[config.mk]
export PLATFORM = sky130hd
export DESIGN_NAME = star_box_draw
export DESIGN_NICKNAME = d
export VERILOG_FILES = /design/src/rtl/star_box_draw.sv
export SDC_FILE = /design/constraint.sdc
export NUM_CORES = 1
export LEC_CHECK = 0
export ABC_AREA = 1
export BUFFER_PORTS_ARGS = -buffer_cell sky130_fd_sc_hd__buf_2
export CAP_MARGIN = 30
export CORE_ASPECT_RATIO = 1.25
export CORE_MARGIN = 4
export CORE_UTILIZATION = 45
export CTS_BUF_LIST = sky130_fd_sc_hd__clkbuf_4 sky130_fd_sc_hd__clkbuf_8 sky130_fd_sc_hd__clkbuf_16
export DETAILED_ROUTE_END_ITERATION = 6
export HOLD_SLACK_MARGIN = 0.05
export MAX_ROUTING_LAYER = met4
export PLACE_DENSITY = 0.65
export SLEW_MARGIN = 10
export SYNTH_ARGS = -nofsm -noshare
export SYNTH_HDL_FRONTEND = slang
export SYNTH_SLANG_ARGS = --single-unit
[constraint.sdc]
create_clock -name clk -period 2.35 [get_ports clk]
set_clock_uncertainty 0.2 [all_clocks]
set_input_delay 0.3525 -clock clk [delete_from_list [all_inputs] [get_ports clk]]
set_output_delay 0.3525 -clock clk [all_outputs]
set_load 0.02 [all_outputs]
[src/rtl/star_box_draw.sv]
// Draws a one-pixel rectangular outline around the detected star, one pixel per cycle,
// from captured left/right edges and the sampled top/bottom rows.
module star_box_draw #(
    parameter int               xSz        = 8,
    parameter int               ySz        = 7,
    parameter int               colSz      = 3,
    parameter logic [colSz-1:0] BOX_COLOUR = 3'b100
) (
    input  logic             clk,
    input  logic             resetn,
    input  logic             leftFound,
    input  logic [xSz-1:0]   mostLeft,
    input  logic             rightFound,
    input  logic [xSz-1:0]   mostRight,
    input  logic [ySz-1:0]   mostTop,
    input  logic [ySz-1:0]   mostBottom,
    output logic [xSz-1:0]   x,
    output logic [ySz-1:0]   y,
    output logic [colSz-1:0] colour,
    output logic             plot,
    output logic             busy,
    output logic             drawDone
);

    typedef enum logic [2:0] {IDLE, LOAD, TOP, BOT, LEFT, RIGHT, DONE} state_t;

    state_t           state_q, state_d;
    logic             got_l_q, got_l_d, got_r_q, got_r_d;
    logic [xSz-1:0]   l_q, l_d, r_q, r_d;
    logic [ySz-1:0]   t_q, t_d, b_q, b_d;
    logic [xSz-1:0]   x_q, x_d;
    logic [ySz-1:0]   y_q, y_d;
    logic [colSz-1:0] colour_q, colour_d;
    logic             plot_q, plot_d, busy_q, busy_d, done_q, done_d;

    // x_q/y_q double as the walk counters: while drawing they always hold the
    // pixel currently on the bus, so the end-of-edge compare happens before increment.
    always_comb begin
        state_d  = state_q;
        got_l_d  = got_l_q;
        got_r_d  = got_r_q;
        l_d      = l_q;
        r_d      = r_q;
        t_d      = t_q;
        b_d      = b_q;
        x_d      = x_q;
        y_d      = y_q;
        plot_d   = 1'b0;
        busy_d   = busy_q;
        done_d   = 1'b0;
        case (state_q)
            IDLE: begin
                if (leftFound) begin
                    got_l_d = 1'b1;
                    l_d     = mostLeft;
                end
                if (rightFound) begin
                    got_r_d = 1'b1;
                    r_d     = mostRight;
                end
                if (got_l_d && got_r_d) begin
                    state_d = LOAD;
                    busy_d  = 1'b1;
                end
            end
            LOAD: begin
                got_l_d = 1'b0;
                got_r_d = 1'b0;
                t_d     = mostTop;
                b_d     = mostBottom;
                if (r_q < l_q || mostBottom < mostTop) begin
                    state_d = DONE;
                    done_d  = 1'b1;
                end else begin
                    state_d = TOP;
                    plot_d  = 1'b1;
                    x_d     = l_q;
                    y_d     = mostTop;
                end
            end
            TOP: begin
                plot_d = 1'b1;
                if (x_q == r_q) begin
                    state_d = BOT;
                    x_d     = l_q;
                    y_d     = b_q;
                end else begin
                    x_d = x_q + xSz'(1);
                end
            end
            BOT: begin
                plot_d = 1'b1;
                if (x_q == r_q) begin
                    state_d = LEFT;
                    x_d     = l_q;
                    y_d     = t_q;
                end else begin
                    x_d = x_q + xSz'(1);
                end
            end
            LEFT: begin
                plot_d = 1'b1;
                if (y_q == b_q) begin
                    state_d = RIGHT;
                    x_d     = r_q;
                    y_d     = t_q;
                end else begin
                    y_d = y_q + ySz'(1);
                end
            end
            RIGHT: begin
                if (y_q == b_q) begin
                    state_d = DONE;
                    done_d  = 1'b1;
                end else begin
                    plot_d = 1'b1;
                    y_d    = y_q + ySz'(1);
                end
            end
            DONE: begin
                state_d = IDLE;
                busy_d  = 1'b0;
            end
            default: state_d = IDLE;
        endcase
        colour_d = plot_d ? BOX_COLOUR : '0;
    end

    always_ff @(posedge clk) begin
        if (!resetn) begin
            state_q  <= IDLE;
            got_l_q  <= 1'b0;
            got_r_q  <= 1'b0;
            l_q      <= '0;
            r_q      <= '0;
            t_q      <= '0;
            b_q      <= '0;
            x_q      <= '0;
            y_q      <= '0;
            colour_q <= '0;
            plot_q   <= 1'b0;
            busy_q   <= 1'b0;
            done_q   <= 1'b0;
        end else begin
            state_q  <= state_d;
            got_l_q  <= got_l_d;
            got_r_q  <= got_r_d;
            l_q      <= l_d;
            r_q      <= r_d;
            t_q      <= t_d;
            b_q      <= b_d;
            x_q      <= x_d;
            y_q      <= y_d;
            colour_q <= colour_d;
            plot_q   <= plot_d;
            busy_q   <= busy_d;
            done_q   <= done_d;
        end
    end

    assign x        = x_q;
    assign y        = y_q;
    assign colour   = colour_q;
    assign plot     = plot_q;
    assign busy     = busy_q;
    assign drawDone = done_q;

endmodule
==> impl_summary.txt, run 1 <==
----------------------------------------------------
[Timing]
  Timing-limited maximum frequency ... 478 MHz
  Fraction of the cycle the final worst path needs ... 0.890
  Final count of hold timing violations ... 0
  Fin Hold WS ... 0.111 ns
  Setup TNS after final layout ... 0 ns
  Slew Limit Headroom ... 0.641
  RSZ-0062 raised after global routing ... no
  Max-slew violations ... 0
  Actual slew at the worst max-slew pin ... 0.537 ns
  Final setup margin ... 0.259 ns
  Final setup violating endpoints ... 0
  Time the worst path needs with I/O delays and setup ... 2.09 ns

[Setup path]
  Kind of end point of the critical path ... register
  Cells traversed along the worst timing path ... inv_1, ha_1, nand2_1, nor2_1, nand2_1, nand2_1, nand2_1, nand2_2, nand2_1, nor2_1, nand2_1, nand2_1, nor2_1
  Category of the most critical setup path ... register to register
  Critical path peak fanout ... 5
  Arrival @ worst endpoint ... 2.11 ns
  R2R depth ... 13
  Cell repeated most along the worst path ... sky130_fd_sc_hd__nand2_1
  Startpoint class of the critical path ... register
  Slowest cell delay on critical path ... 0.37 ns
  Slowest cell on the critical path ... sky130_fd_sc_hd__dfxtp_1
  Reg2Reg Setup Slack ... 0.26 ns
  WP data required ... 2.36 ns
  Capture instance of the worst register-to-register path ... y[6]$_SDFFE_PN0P_
  Reg2Reg Launch Point ... l_q[7]$_SDFFE_PN0P_

[Clock tree]
  Inserted Clock Buffers ... 5
  Clock tree root driver cell ... sky130_fd_sc_hd__clkbuf_8
  Number of buffers inserted by post-CTS setup repair ... 0
  Clock transition time at the flip-flop clock pins of the worst setup and hold paths ... 0.10 ns
  Count of H-tree levels built during CTS ... 2
  Latest clock arrival within the worst-skew pair ... 0.30 ns
  Total of hold buffers inserted after clock tree synthesis ... 0
  Clock tree from TritonCTS ... done
  TritonCTS Sinks ... 53
  Buffers from clock root to sink, at most ... 2

[Power and ir drop]
  Max VDD drop ... 573 uV
  Leakage power ... 1.86 nW
  P per Cell Area ... 1380 mW/mm^2
  Overall power after layout ... 0.00520 W

[Die]
  Floorplan Core Area ... 0.00710 sq mm
  Die width ... 85.0 um
  Row Count ... 34
  Total I/O pin count ... 55
  Area enclosed by the die boundary ... 0.00886 sq mm
  Die Y ... 104 um
  Starting utilization of the core area ... 0.469

[Final layout]
  Inserted Diodes ... 0
  Fraction of layout cells with a size suffix above 1 ... 0.149
  Area of the multi-input gates ... 0.00191 sq mm
  Most common cell after layout, fill and taps aside ... sky130_fd_sc_hd__nand2_1
  Highest-count cells in the layout ignoring fill and taps ... 146 x sky130_fd_sc_hd__nand2_1, 65 x sky130_fd_sc_hd__inv_1, 60 x sky130_fd_sc_hd__a21oi_1
  Filler Cells Inserted ... 755
  Final layout net count ... 623
  Area delta synth->final ... 12.8%
  Area taken by flip-flops and latches ... 0.00106 sq mm

[Global route]
  Total track usage ... 0.206
  Wire length of the first global-routing pass ... 14600 um
  Largest net degree at the start of global routing ... 27
  Number of global-route vias before repair ... 3269
  Initial antenna violation count ... 0
  Remaining global-route overflow ... 0

[Placement]
  Routability cong. ... 0.876
  Count of input and output buffers ... 52
  HPWL after DPL ... 6910 um
  Worst-case setup slack after placement ... 0.0408 ns

[Routing]
  Final antenna-violating net count ... 0
  Count of unresolved DRC violations after routing ... 0
  Wire length per cell after detailed routing ... 13.3 um
  Total wirelength of the detailed-routed design ... 8760 um
  Via total after detailed routing ... 3371
  DR iter-0 viols ... 112
  Post-DR vias/cell ... 5.10
  Number of detailed-routing iterations run before antenna repair ... 4

[Hold path]
  Endpoint, Worst Hold ... t_q[1]$_SDFFE_PN0P_
  Number of cells on the worst hold path ... 3
  Class of the tightest hold or removal check ... primary input to register
  Hold path startpoint ... mostTop[1]

[Synthesis]
  Post-synth EDFFs ... 0
  Gate count after technology mapping ... 519
  Most frequently used flop master after synthesis ... sky130_fd_sc_hd__dfxtp_1
  Synthesized area per cell ... 6.42 sq um
  Flops & latches, synth ... 53
  Library cells used by synthesis ... 29
  Post-Synthesis Cell Area ... 0.00333 sq mm
  Fraction of registers with async set/reset ... 0
  Seq/Total Area, Yosys ... 0.318
  Number of warnings reported in the yosys synthesis log ... 0

[Run]
  Maxcap violations ... 0

[Status]
  Run status ... complete, no violations

----------------------------------------------------
-- per-layer routing --
layer  share of wire  track usage  vias up
li1                -            -     1745
met1            0.42        0.230     1525
met2            0.52        0.373       85
met3           0.042       0.0317       16
met4           0.021       0.0600        0
met5               0            -        -
-- cells by family (layout without fill, tap and decap cells) --
kind of cell	after synthesis	in the layout	synth area share
xor gates and xnor gates	11	11	0.0289
AOI/OAI and AO/OA	115	115	0.177
and+or+nand+nor	233	233	0.292
DFF	53	53	0.318
other	1	2	0.00113
adders and majority gates	19	19	0.0713
buffers and inverters	87	138	0.111
-- cell type report --
cell class,count,share of cell area
Multi-Input combinational cell,380,0.509
Sequential cell,53,0.282
Timing Repair Buffer,61,0.0872
Inverter,69,0.0689
Tap cell,90,0.0300
Clock buffer,5,0.0183
Clock inverter,3,0.00466
-- sequential cells by signal (all words and copies together) (netlist names) --
| register | cells |
|---|---|
| b_q | 7 |
| t_q | 7 |
| l_q | 8 |
| got_r_q | 1 |
| state_q | 3 |
| drawDone | 1 |
| x | 8 |
| y | 7 |
| busy | 1 |
| colour | 1 |
| r_q | 8 |
| got_l_q | 1 |
-- how the worst max path moves through the flow --
stage / startpoint / endpoint / cells after the start
after CTS: l_q[7]$_SDFFE_PN0P_ / x[6]$_SDFFE_PN0P_ / 11
after detailed placement: mostTop[2] / x[6]$_SDFFE_PN0P_ / 12
final: l_q[7]$_SDFFE_PN0P_ / y[6]$_SDFFE_PN0P_ / 13
after floorplan: mostTop[2] / x[0]$_SDFFE_PN0P_ / 12
after global routing: state_q[2]$_SDFFE_PN0P_ / y[5]$_SDFFE_PN0P_ / 10
after global placement: mostTop[2] / x[6]$_SDFFE_PN0P_ / 12
-- cells in the mapped netlist, types with 2 or more instances --
master	number	share of area
sky130_fd_sc_hd__buf_2	2	0.0030
sky130_fd_sc_hd__nand2_2	3	0.0056
sky130_fd_sc_hd__nor2_4	2	0.0068
sky130_fd_sc_hd__buf_4	5	0.011
sky130_fd_sc_hd__nor2_2	4	0.0075
sky130_fd_sc_hd__inv_2	4	0.0045
sky130_fd_sc_hd__clkbuf_1	7	0.0079
sky130_fd_sc_hd__a21oi_1	60	0.090
sky130_fd_sc_hd__nand3_1	18	0.027
sky130_fd_sc_hd__inv_1	65	0.073
sky130_fd_sc_hd__nor3_1	10	0.015
sky130_fd_sc_hd__nand4_1	5	0.0094
sky130_fd_sc_hd__nand2_1	147	0.17
sky130_fd_sc_hd__nor2_1	42	0.047
sky130_fd_sc_hd__o21ai_0	50	0.075
sky130_fd_sc_hd__buf_6	3	0.010
sky130_fd_sc_hd__ha_1	19	0.071
sky130_fd_sc_hd__xor2_1	10	0.026
sky130_fd_sc_hd__dfxtp_1	53	0.32
-- power breakdown --
part / switching (W) / total, W / internal (W)
logic: 0.00199 / 0.00308 / 0.00109
clock network: 0.000312 / 0.000519 / 0.000207
registers: 0.000344 / 0.00160 / 0.00125
total: 0.00265 / 0.00520 / 0.00255
-- per-stage QoR --
step,utilization,std cells,area (sq um)
floorplan,-,520,3340
global placement,0.516,653,3670
detailed placement,0.516,653,3670
CTS,0.528,661,3750
global route,0.529,661,3760
finish,0.529,661,3760
-- repair_timing --
action	CTS	global route
endpoints found under the setup margin	0	7
endpoints found under the hold margin	0	0
gates resized for setup	0	2
-- critical path, delay by kind of cell, from the launching register on --
kind          cells  cell delay (ns)
flops             1             0.37
simple gates     11             1.08
fa+ha+maj         1             0.29
buf+inv           1             0.07
No activity file was read; power rests on OpenSTA's default activity.
==> run 2, diff against run 1 <==
--- a/config.mk
+++ b/config.mk
@@ -8,14 +8,16 @@
 export ABC_AREA = 1
 export BUFFER_PORTS_ARGS = -buffer_cell sky130_fd_sc_hd__buf_2
 export CAP_MARGIN = 30
+export CELL_PAD_IN_SITES_DETAIL_PLACEMENT = 0
+export CELL_PAD_IN_SITES_GLOBAL_PLACEMENT = 1
 export CORE_ASPECT_RATIO = 1.25
 export CORE_MARGIN = 4
-export CORE_UTILIZATION = 45
+export CORE_UTILIZATION = 40
 export CTS_BUF_LIST = sky130_fd_sc_hd__clkbuf_4 sky130_fd_sc_hd__clkbuf_8 sky130_fd_sc_hd__clkbuf_16
 export DETAILED_ROUTE_END_ITERATION = 6
 export HOLD_SLACK_MARGIN = 0.05
 export MAX_ROUTING_LAYER = met4
-export PLACE_DENSITY = 0.65
+export PLACE_DENSITY = 0.8
 export SLEW_MARGIN = 10
 export SYNTH_ARGS = -nofsm -noshare
 export SYNTH_HDL_FRONTEND = slang
==> run 2 against run 1 <==
Net effect: final cell count rose by 1.1%; die area rose by 11%; highest routed layer unchanged; hold slack got worse by 0.015 ns.
==> impl_summary.txt, run 2 (synthesis results as in run 1) <==
----------------------------------------------------
[Clock tree]
  Latest clock arrival within the worst-skew pair ... 0.32 ns (was 0.30 ns)
  Clock transition time at the flip-flop clock pins of the worst setup and hold paths ... 0.10 ns (about the same)
  Inserted Clock Buffers ... 5 (unchanged)
  Buffers from clock root to sink, at most ... 2 (unchanged)
  Count of H-tree levels built during CTS ... 2 (unchanged)
  Clock tree root driver cell ... sky130_fd_sc_hd__clkbuf_8 (unchanged)
  TritonCTS Sinks ... 53 (unchanged)
  Clock tree from TritonCTS ... done (unchanged)

[Setup path]
  Arrival @ worst endpoint ... 2.16 ns (was 2.11 ns)
  Reg2Reg Setup Slack ... 0.21 ns (was 0.26 ns)
  Reg2Reg Launch Point ... l_q[3]$_SDFFE_PN0P_ (was l_q[7]$_SDFFE_PN0P_)
  Kind of end point of the critical path ... register (unchanged)
  WP data required ... 2.37 ns (was 2.36 ns)
  Critical path peak fanout ... 16 (was 5)
  Capture instance of the worst register-to-register path ... x[0]$_SDFFE_PN0P_ (was y[6]$_SDFFE_PN0P_)
  R2R depth ... 13 (unchanged)
  Startpoint class of the critical path ... register (unchanged)
  Category of the most critical setup path ... register to register (unchanged)

[Placement]
  Worst-case setup slack after placement ... 0.00319 ns (was 0.0408 ns)
  Routability cong. ... 0.874 (was 0.876)
  Number of cells in the design after placement ... 660 (was 653)
  Post-DP Area ... 0.00369 sq mm (was 0.00367 sq mm)
  Count of input and output buffers ... 52 (unchanged)
  HPWL after DPL ... 7440 um (was 6910 um)

[Routing]
  Wire length per cell after detailed routing ... 14.5 um (was 13.3 um)
  Via total after detailed routing ... 3373 (was 3371)
  Final antenna-violating net count ... 0 (unchanged)
  Total wirelength of the detailed-routed design ... 9660 um (was 8760 um)
  Number of detailed-routing iterations run before antenna repair ... 4 (unchanged)
  DR iter-0 viols ... 103 (was 112)
  Post-DR vias/cell ... 5.05 (was 5.10)
  Count of unresolved DRC violations after routing ... 0 (unchanged)

[Final layout]
  Highest-count cells in the layout ignoring fill and taps ... 146 x sky130_fd_sc_hd__nand2_1, 65 x sky130_fd_sc_hd__inv_1, 60 x sky130_fd_sc_hd__a21oi_1 (unchanged)
  Filler Cells Inserted ... 875 (was 755)
  Area of all placed cells without fillers ... 0.00382 sq mm (was 0.00376 sq mm)
  Final layout net count ... 625 (was 623)
  Area delta synth->final ... 14.5% (was 12.8%)
  Area of the multi-input gates ... 0.00192 sq mm (was 0.00191 sq mm)
  Most common cell after layout, fill and taps aside ... sky130_fd_sc_hd__nand2_1 (unchanged)
  Inserted Diodes ... 0 (unchanged)
  Utilization of the core after routing ... 0.479 (was 0.529)
  Area taken by flip-flops and latches ... 0.00106 sq mm (unchanged)
  Post-route non-filler standard cell count ... 668 (was 661)
  Fraction of layout cells with a size suffix above 1 ... 0.154 (was 0.149)

[Power and ir drop]
  P per Cell Area ... 1430 mW/mm^2 (was 1380 mW/mm^2)
  Logic pwr share ... 0.578 (was 0.593)
  Internal cell power ... 0.00271 W (was 0.00255 W)
  Part of the power in the clock network ... 0.125 (was 0.100)
  Max VDD drop ... 558 uV (was 573 uV)
  Sequential group share of total power ... 0.297 (was 0.307)
  Leakage power ... 1.89 nW (was 1.86 nW)
  Overall power after layout ... 0.00544 W (was 0.00520 W)
  Switching power ... 0.00273 W (was 0.00265 W)
  Switching part of the total ... 0.502 (was 0.510)

[Timing]
  Max-slew violations ... 0 (unchanged)
  Final setup margin ... 0.213 ns (was 0.259 ns)
  Time the worst path needs with I/O delays and setup ... 2.14 ns (was 2.09 ns)
  Slew Limit Headroom ... 0.590 (was 0.641)
  Final setup violating endpoints ... 0 (unchanged)
  Actual slew at the worst max-slew pin ... 0.613 ns (was 0.537 ns)
  Fraction of the cycle the final worst path needs ... 0.910 (was 0.890)
  Timing-limited maximum frequency ... 468 MHz (was 478 MHz)
  Final count of hold timing violations ... 0 (unchanged)

[Global route]
  Remaining global-route overflow ... 0 (unchanged)
  Largest net degree at the start of global routing ... 23 (was 27)
  Wire length of the first global-routing pass ... 15300 um (was 14600 um)
  Number of global-route vias before repair ... 3290 (was 3269)
  Total track usage ... 0.208 (was 0.206)
  Initial antenna violation count ... 0 (unchanged)

[Die]
  Row Count ... 36 (was 34)
  Die Y ... 110 um (was 104 um)
  Floorplan Core Area ... 0.00797 sq mm (was 0.00710 sq mm)
  Area enclosed by the die boundary ... 0.00987 sq mm (was 0.00886 sq mm)
  Starting utilization of the core area ... 0.418 (was 0.469)
  Total I/O pin count ... 55 (unchanged)
  Die width ... 89.6 um (was 85.0 um)

[Hold path]
  Endpoint, Worst Hold ... t_q[0]$_SDFFE_PN0P_ (was t_q[1]$_SDFFE_PN0P_)
  Hold path startpoint ... mostTop[0] (was mostTop[1])
  Number of cells on the worst hold path ... 3 (unchanged)
  Class of the tightest hold or removal check ... primary input to register (unchanged)

[Status]
  Run status ... complete, no violations (unchanged)

[Run]
  Maxcap violations ... 0 (unchanged)

----------------------------------------------------
run 2: cell type report:
type | count | area share
Sequential cell | 53 | 0.278
Clock inverter | 1 | 0.00787
Inverter | 69 | 0.0678
Timing Repair Buffer | 63 | 0.0898
Multi-Input combinational cell | 380 | 0.502
Clock buffer | 7 | 0.0236
Tap cell | 95 | 0.0311
run 2: per-stage QoR:
stage,setup TNS [ns],hold WS [ns]
finish,0,0.0966
global route,-0.0304,0.104
CTS,0,0.0879
detailed placement,0,0.265
global placement,0,0.253
floorplan,0,0.248
run 2: per-layer routing:
layer,share of wire,vias up,GRT usage
li1,-,1752,-
met1,0.42,1545,0.229
met3,0.032,12,0.0297
met2,0.53,64,0.382
met5,0,-,-
met4,0.018,0,0.0638
run 2: what timing repair did:
action | CTS | global route
endpoints found under the setup margin | 0 | 14
hold buffers | 0 | 0
resized for setup | 0 | 3
setup buffers | 0 | 0
run 2: power groups by stage:
| stage | Sequential [W] | Clock, W | Combinational [W] |
|---|---|---|---|
| 5_1_grt | 0.00167 | 0.000732 | 0.00356 |
| 6_report | 0.00162 | 0.000682 | 0.00314 |
| 3_3_place_gp | 0.00162 | 0 | 0.00309 |
| 2_1_floorplan | 0.00172 | 0 | 0.00221 |
| 4_1_cts | 0.00161 | 0.000699 | 0.00314 |
| 3_5_place_dp | 0.00163 | 0 | 0.00312 |
run 2: how the worst max path moves through the flow:
stage	from	end	cells after the start
floorplan	mostTop[2]	x[0]$_SDFFE_PN0P_	12
detailed placement	mostTop[2]	x[0]$_SDFFE_PN0P_	12
CTS	l_q[3]$_SDFFE_PN0P_	x[0]$_SDFFE_PN0P_	13
global route	l_q[3]$_SDFFE_PN0P_	x[0]$_SDFFE_PN0P_	13
finish	l_q[3]$_SDFFE_PN0P_	x[0]$_SDFFE_PN0P_	13
global placement	mostTop[2]	x[6]$_SDFFE_PN0P_	12
run 2: worst max-delay path, stage by stage, from the launching register on:
cell and delay, ns:
sky130_fd_sc_hd__dfxtp_1 0.39, sky130_fd_sc_hd__inv_1 0.07, sky130_fd_sc_hd__ha_1 0.29, sky130_fd_sc_hd__nand2_1 0.05, sky130_fd_sc_hd__inv_1 0.04, sky130_fd_sc_hd__nand2_1 0.04
sky130_fd_sc_hd__nand2_1 0.10, sky130_fd_sc_hd__nand2_1 0.06, sky130_fd_sc_hd__nand2_1 0.12, sky130_fd_sc_hd__nand2_1 0.08, sky130_fd_sc_hd__nand2_2 0.14, sky130_fd_sc_hd__nand2_4 0.15
sky130_fd_sc_hd__nor3_1 0.25, sky130_fd_sc_hd__nor2_1 0.06
==> run 3, diff against run 2 <==
--- a/config.mk
+++ b/config.mk
@@ -13,7 +13,6 @@
 export CORE_ASPECT_RATIO = 1.25
 export CORE_MARGIN = 4
 export CORE_UTILIZATION = 40
-export CTS_BUF_LIST = sky130_fd_sc_hd__clkbuf_4 sky130_fd_sc_hd__clkbuf_8 sky130_fd_sc_hd__clkbuf_16
 export DETAILED_ROUTE_END_ITERATION = 6
 export HOLD_SLACK_MARGIN = 0.05
 export MAX_ROUTING_LAYER = met4
==> run 3 against run 2 <==
Net effect: die area unchanged; critical path type unchanged; power decreased by 0.22%; worst setup slack about the same; first-iteration DRC count increased by 0.97%; fmax about the same; critical endpoint unchanged; highest routed layer unchanged.
==> impl_summary.txt, run 3 (synthesis results as in run 1) <==
----------------------------------------------------
[Global route]
  Initial antenna violation count ... 0 (unchanged)
  Wire length of the first global-routing pass ... 15300 um (unchanged)
  Number of global-route vias before repair ... 3290 (unchanged)
  Total track usage ... 0.208 (unchanged)
  Largest net degree at the start of global routing ... 23 (unchanged)
  Remaining global-route overflow ... 0 (unchanged)

[Final layout]
  Inserted Diodes ... 0 (unchanged)
  Highest-count cells in the layout ignoring fill and taps ... 146 x sky130_fd_sc_hd__nand2_1, 65 x sky130_fd_sc_hd__inv_1, 60 x sky130_fd_sc_hd__a21oi_1 (unchanged)
  Utilization of the core after routing ... 0.478 (was 0.479)
  Area delta synth->final ... 14.4% (was 14.5%)
  Fraction of layout cells with a size suffix above 1 ... 0.152 (was 0.154)
  Final layout net count ... 625 (unchanged)
  Most common cell after layout, fill and taps aside ... sky130_fd_sc_hd__nand2_1 (unchanged)
  Area of all placed cells without fillers ... 0.00381 sq mm (was 0.00382 sq mm)

[Setup path]
  Arrival @ worst endpoint ... 2.16 ns (about the same)
  Slowest cell delay on critical path ... 0.39 ns (about the same)
  Critical path peak fanout ... 16 (unchanged)
  Category of cells accounting for the largest share of critical-path delay ... simple AND/OR/NAND/NOR gates (unchanged)
  Kind of end point of the critical path ... register (unchanged)
  Startpoint class of the critical path ... register (unchanged)
  WP data required ... 2.37 ns (about the same)
  Slowest cell on the critical path ... sky130_fd_sc_hd__dfxtp_1 (unchanged)
  Buffering stage count on the worst path with inverters included ... 2 (unchanged)
  Cells traversed along the worst timing path ... inv_1, ha_1, nand2_1, inv_1, nand2_1, nand2_1, nand2_1, nand2_1, nand2_1, nand2_2, nand2_4, nor3_1, nor2_1 (unchanged)
  Cell repeated most along the worst path ... sky130_fd_sc_hd__nand2_1 (unchanged)
  Category of the most critical setup path ... register to register (unchanged)

[Clock tree]
  Clock transition time at the flip-flop clock pins of the worst setup and hold paths ... 0.10 ns (about the same)
  Total of hold buffers inserted after clock tree synthesis ... 0 (unchanged)
  Clock tree root driver cell ... sky130_fd_sc_hd__clkbuf_8 (unchanged)
  TritonCTS Sinks ... 53 (unchanged)
  Clock tree from TritonCTS ... done (unchanged)
  Count of H-tree levels built during CTS ... 2 (unchanged)
  Buffers from clock root to sink, at most ... 2 (unchanged)
  Latest clock arrival within the worst-skew pair ... 0.32 ns (about the same)
  Inserted Clock Buffers ... 5 (unchanged)

[Timing]
  Fraction of the cycle the final worst path needs ... 0.910 (about the same)
  Max-slew violations ... 0 (unchanged)
  Setup TNS after final layout ... 0 ns (unchanged)
  Time the worst path needs with I/O delays and setup ... 2.14 ns (about the same)
  Fin Hold WS ... 0.0966 ns (unchanged)
  Slew Limit Headroom ... 0.590 (unchanged)
  Final count of hold timing violations ... 0 (unchanged)
  Timing-limited maximum frequency ... 468 MHz (about the same)
  Actual slew at the worst max-slew pin ... 0.613 ns (unchanged)
  Final setup violating endpoints ... 0 (unchanged)

[Placement]
  Count of input and output buffers ... 52 (unchanged)
  HPWL after DPL ... 7440 um (unchanged)
  Routability cong. ... 0.874 (unchanged)
  Post-DP Area ... 0.00369 sq mm (unchanged)

[Routing]
  Wire length per cell after detailed routing ... 14.5 um (about the same)
  Total wirelength of the detailed-routed design ... 9670 um (was 9660 um)
  Via total after detailed routing ... 3373 (unchanged)
  Post-DR vias/cell ... 5.05 (unchanged)
  Number of detailed-routing iterations run before antenna repair ... 4 (unchanged)
  DR iter-0 viols ... 104 (was 103)
  Final antenna-violating net count ... 0 (unchanged)
  Count of unresolved DRC violations after routing ... 0 (unchanged)

[Die]
  Floorplan Core Area ... 0.00797 sq mm (unchanged)
  Total I/O pin count ... 55 (unchanged)
  Die Y ... 110 um (unchanged)
  Row Count ... 36 (unchanged)
  Starting utilization of the core area ... 0.418 (unchanged)
  Die width ... 89.6 um (unchanged)
  Area enclosed by the die boundary ... 0.00987 sq mm (unchanged)

[Status]
  Run status ... complete, no violations (unchanged)

[Power and ir drop]
  P per Cell Area ... 1420 mW/mm^2 (was 1430 mW/mm^2)
  Leakage power ... 1.89 nW (about the same)
  Max VDD drop ... 558 uV (about the same)

[Run]
  Maxcap violations ... 0 (unchanged)

[Hold path]
  Class of the tightest hold or removal check ... primary input to register (unchanged)

----------------------------------------------------
==> run 3: where the power goes <==
| part | internal [W] | switching [W] |
|---|---|---|
| Sequential | 0.00125 | 0.000361 |
| Clock | 0.000348 | 0.000322 |
| Combinational | 0.00109 | 0.00205 |
| Total | 0.00270 | 0.00273 |
==> run 3: stage by stage <==
stage	std cells	total power (W)	setup slack [ns]
finish	668	0.00543	0.212
global route	668	0.00596	-0.0304
CTS	668	0.00544	0.0455
floorplan	520	0.00393	0.322
detailed placement	660	0.00476	0.00319
global placement	660	0.00472	0.0654
==> run 3: routing by layer <==
metal,track usage,vias up,wire (um),part of all wire
met5,-,-,0,0
met4,0.0638,0,174,0.018
met3,0.0297,12,312,0.032
met2,0.382,64,5170,0.53
met1,0.229,1545,4010,0.42
li1,-,1752,-,-
==> run 3: path summary, 6_finish.rpt <==
kind | slack (ns) | start | end | depth (start not counted)
setup reg to reg | 0.21 | l_q[3]$_SDFFE_PN0P_ | x[0]$_SDFFE_PN0P_ | 13
hold reg to reg | 0.28 | busy$_SDFFE_PN0P_ | busy$_SDFFE_PN0P_ | 2
hold / removal | 0.1 | mostTop[0] | t_q[0]$_SDFFE_PN0P_ | 3
setup / recovery | 0.21 | l_q[3]$_SDFFE_PN0P_ | x[0]$_SDFFE_PN0P_ | 13
==> run 3: tightest hold or removal path, delay by kind of cell <==
kind | cells | cell delay (ns)
AO/OA/AOI/OAI | 1 | 0.11
buffers and inverters | 2 | 0.12
==> run 3: area by class of cell <==
type                            instances  area [sq um]
Clock buffer                            7          86.3
Clock inverter                          1          30.0
Fill cell                             875          4160
Inverter                               69           259
Multi-Input combinational cell        380          1920
Sequential cell                        53          1060
Tap cell                               95           119
Timing Repair Buffer                   63           343
==> run 3: timing repair <==
| item | 4_1_cts | 5_1_grt |
|---|---|---|
| setup buffers | 0 | 0 |
| endpoints found under the setup margin | 0 | 14 |
| endpoints found under the hold margin | 0 | 0 |
| resized for setup | 0 | 3 |
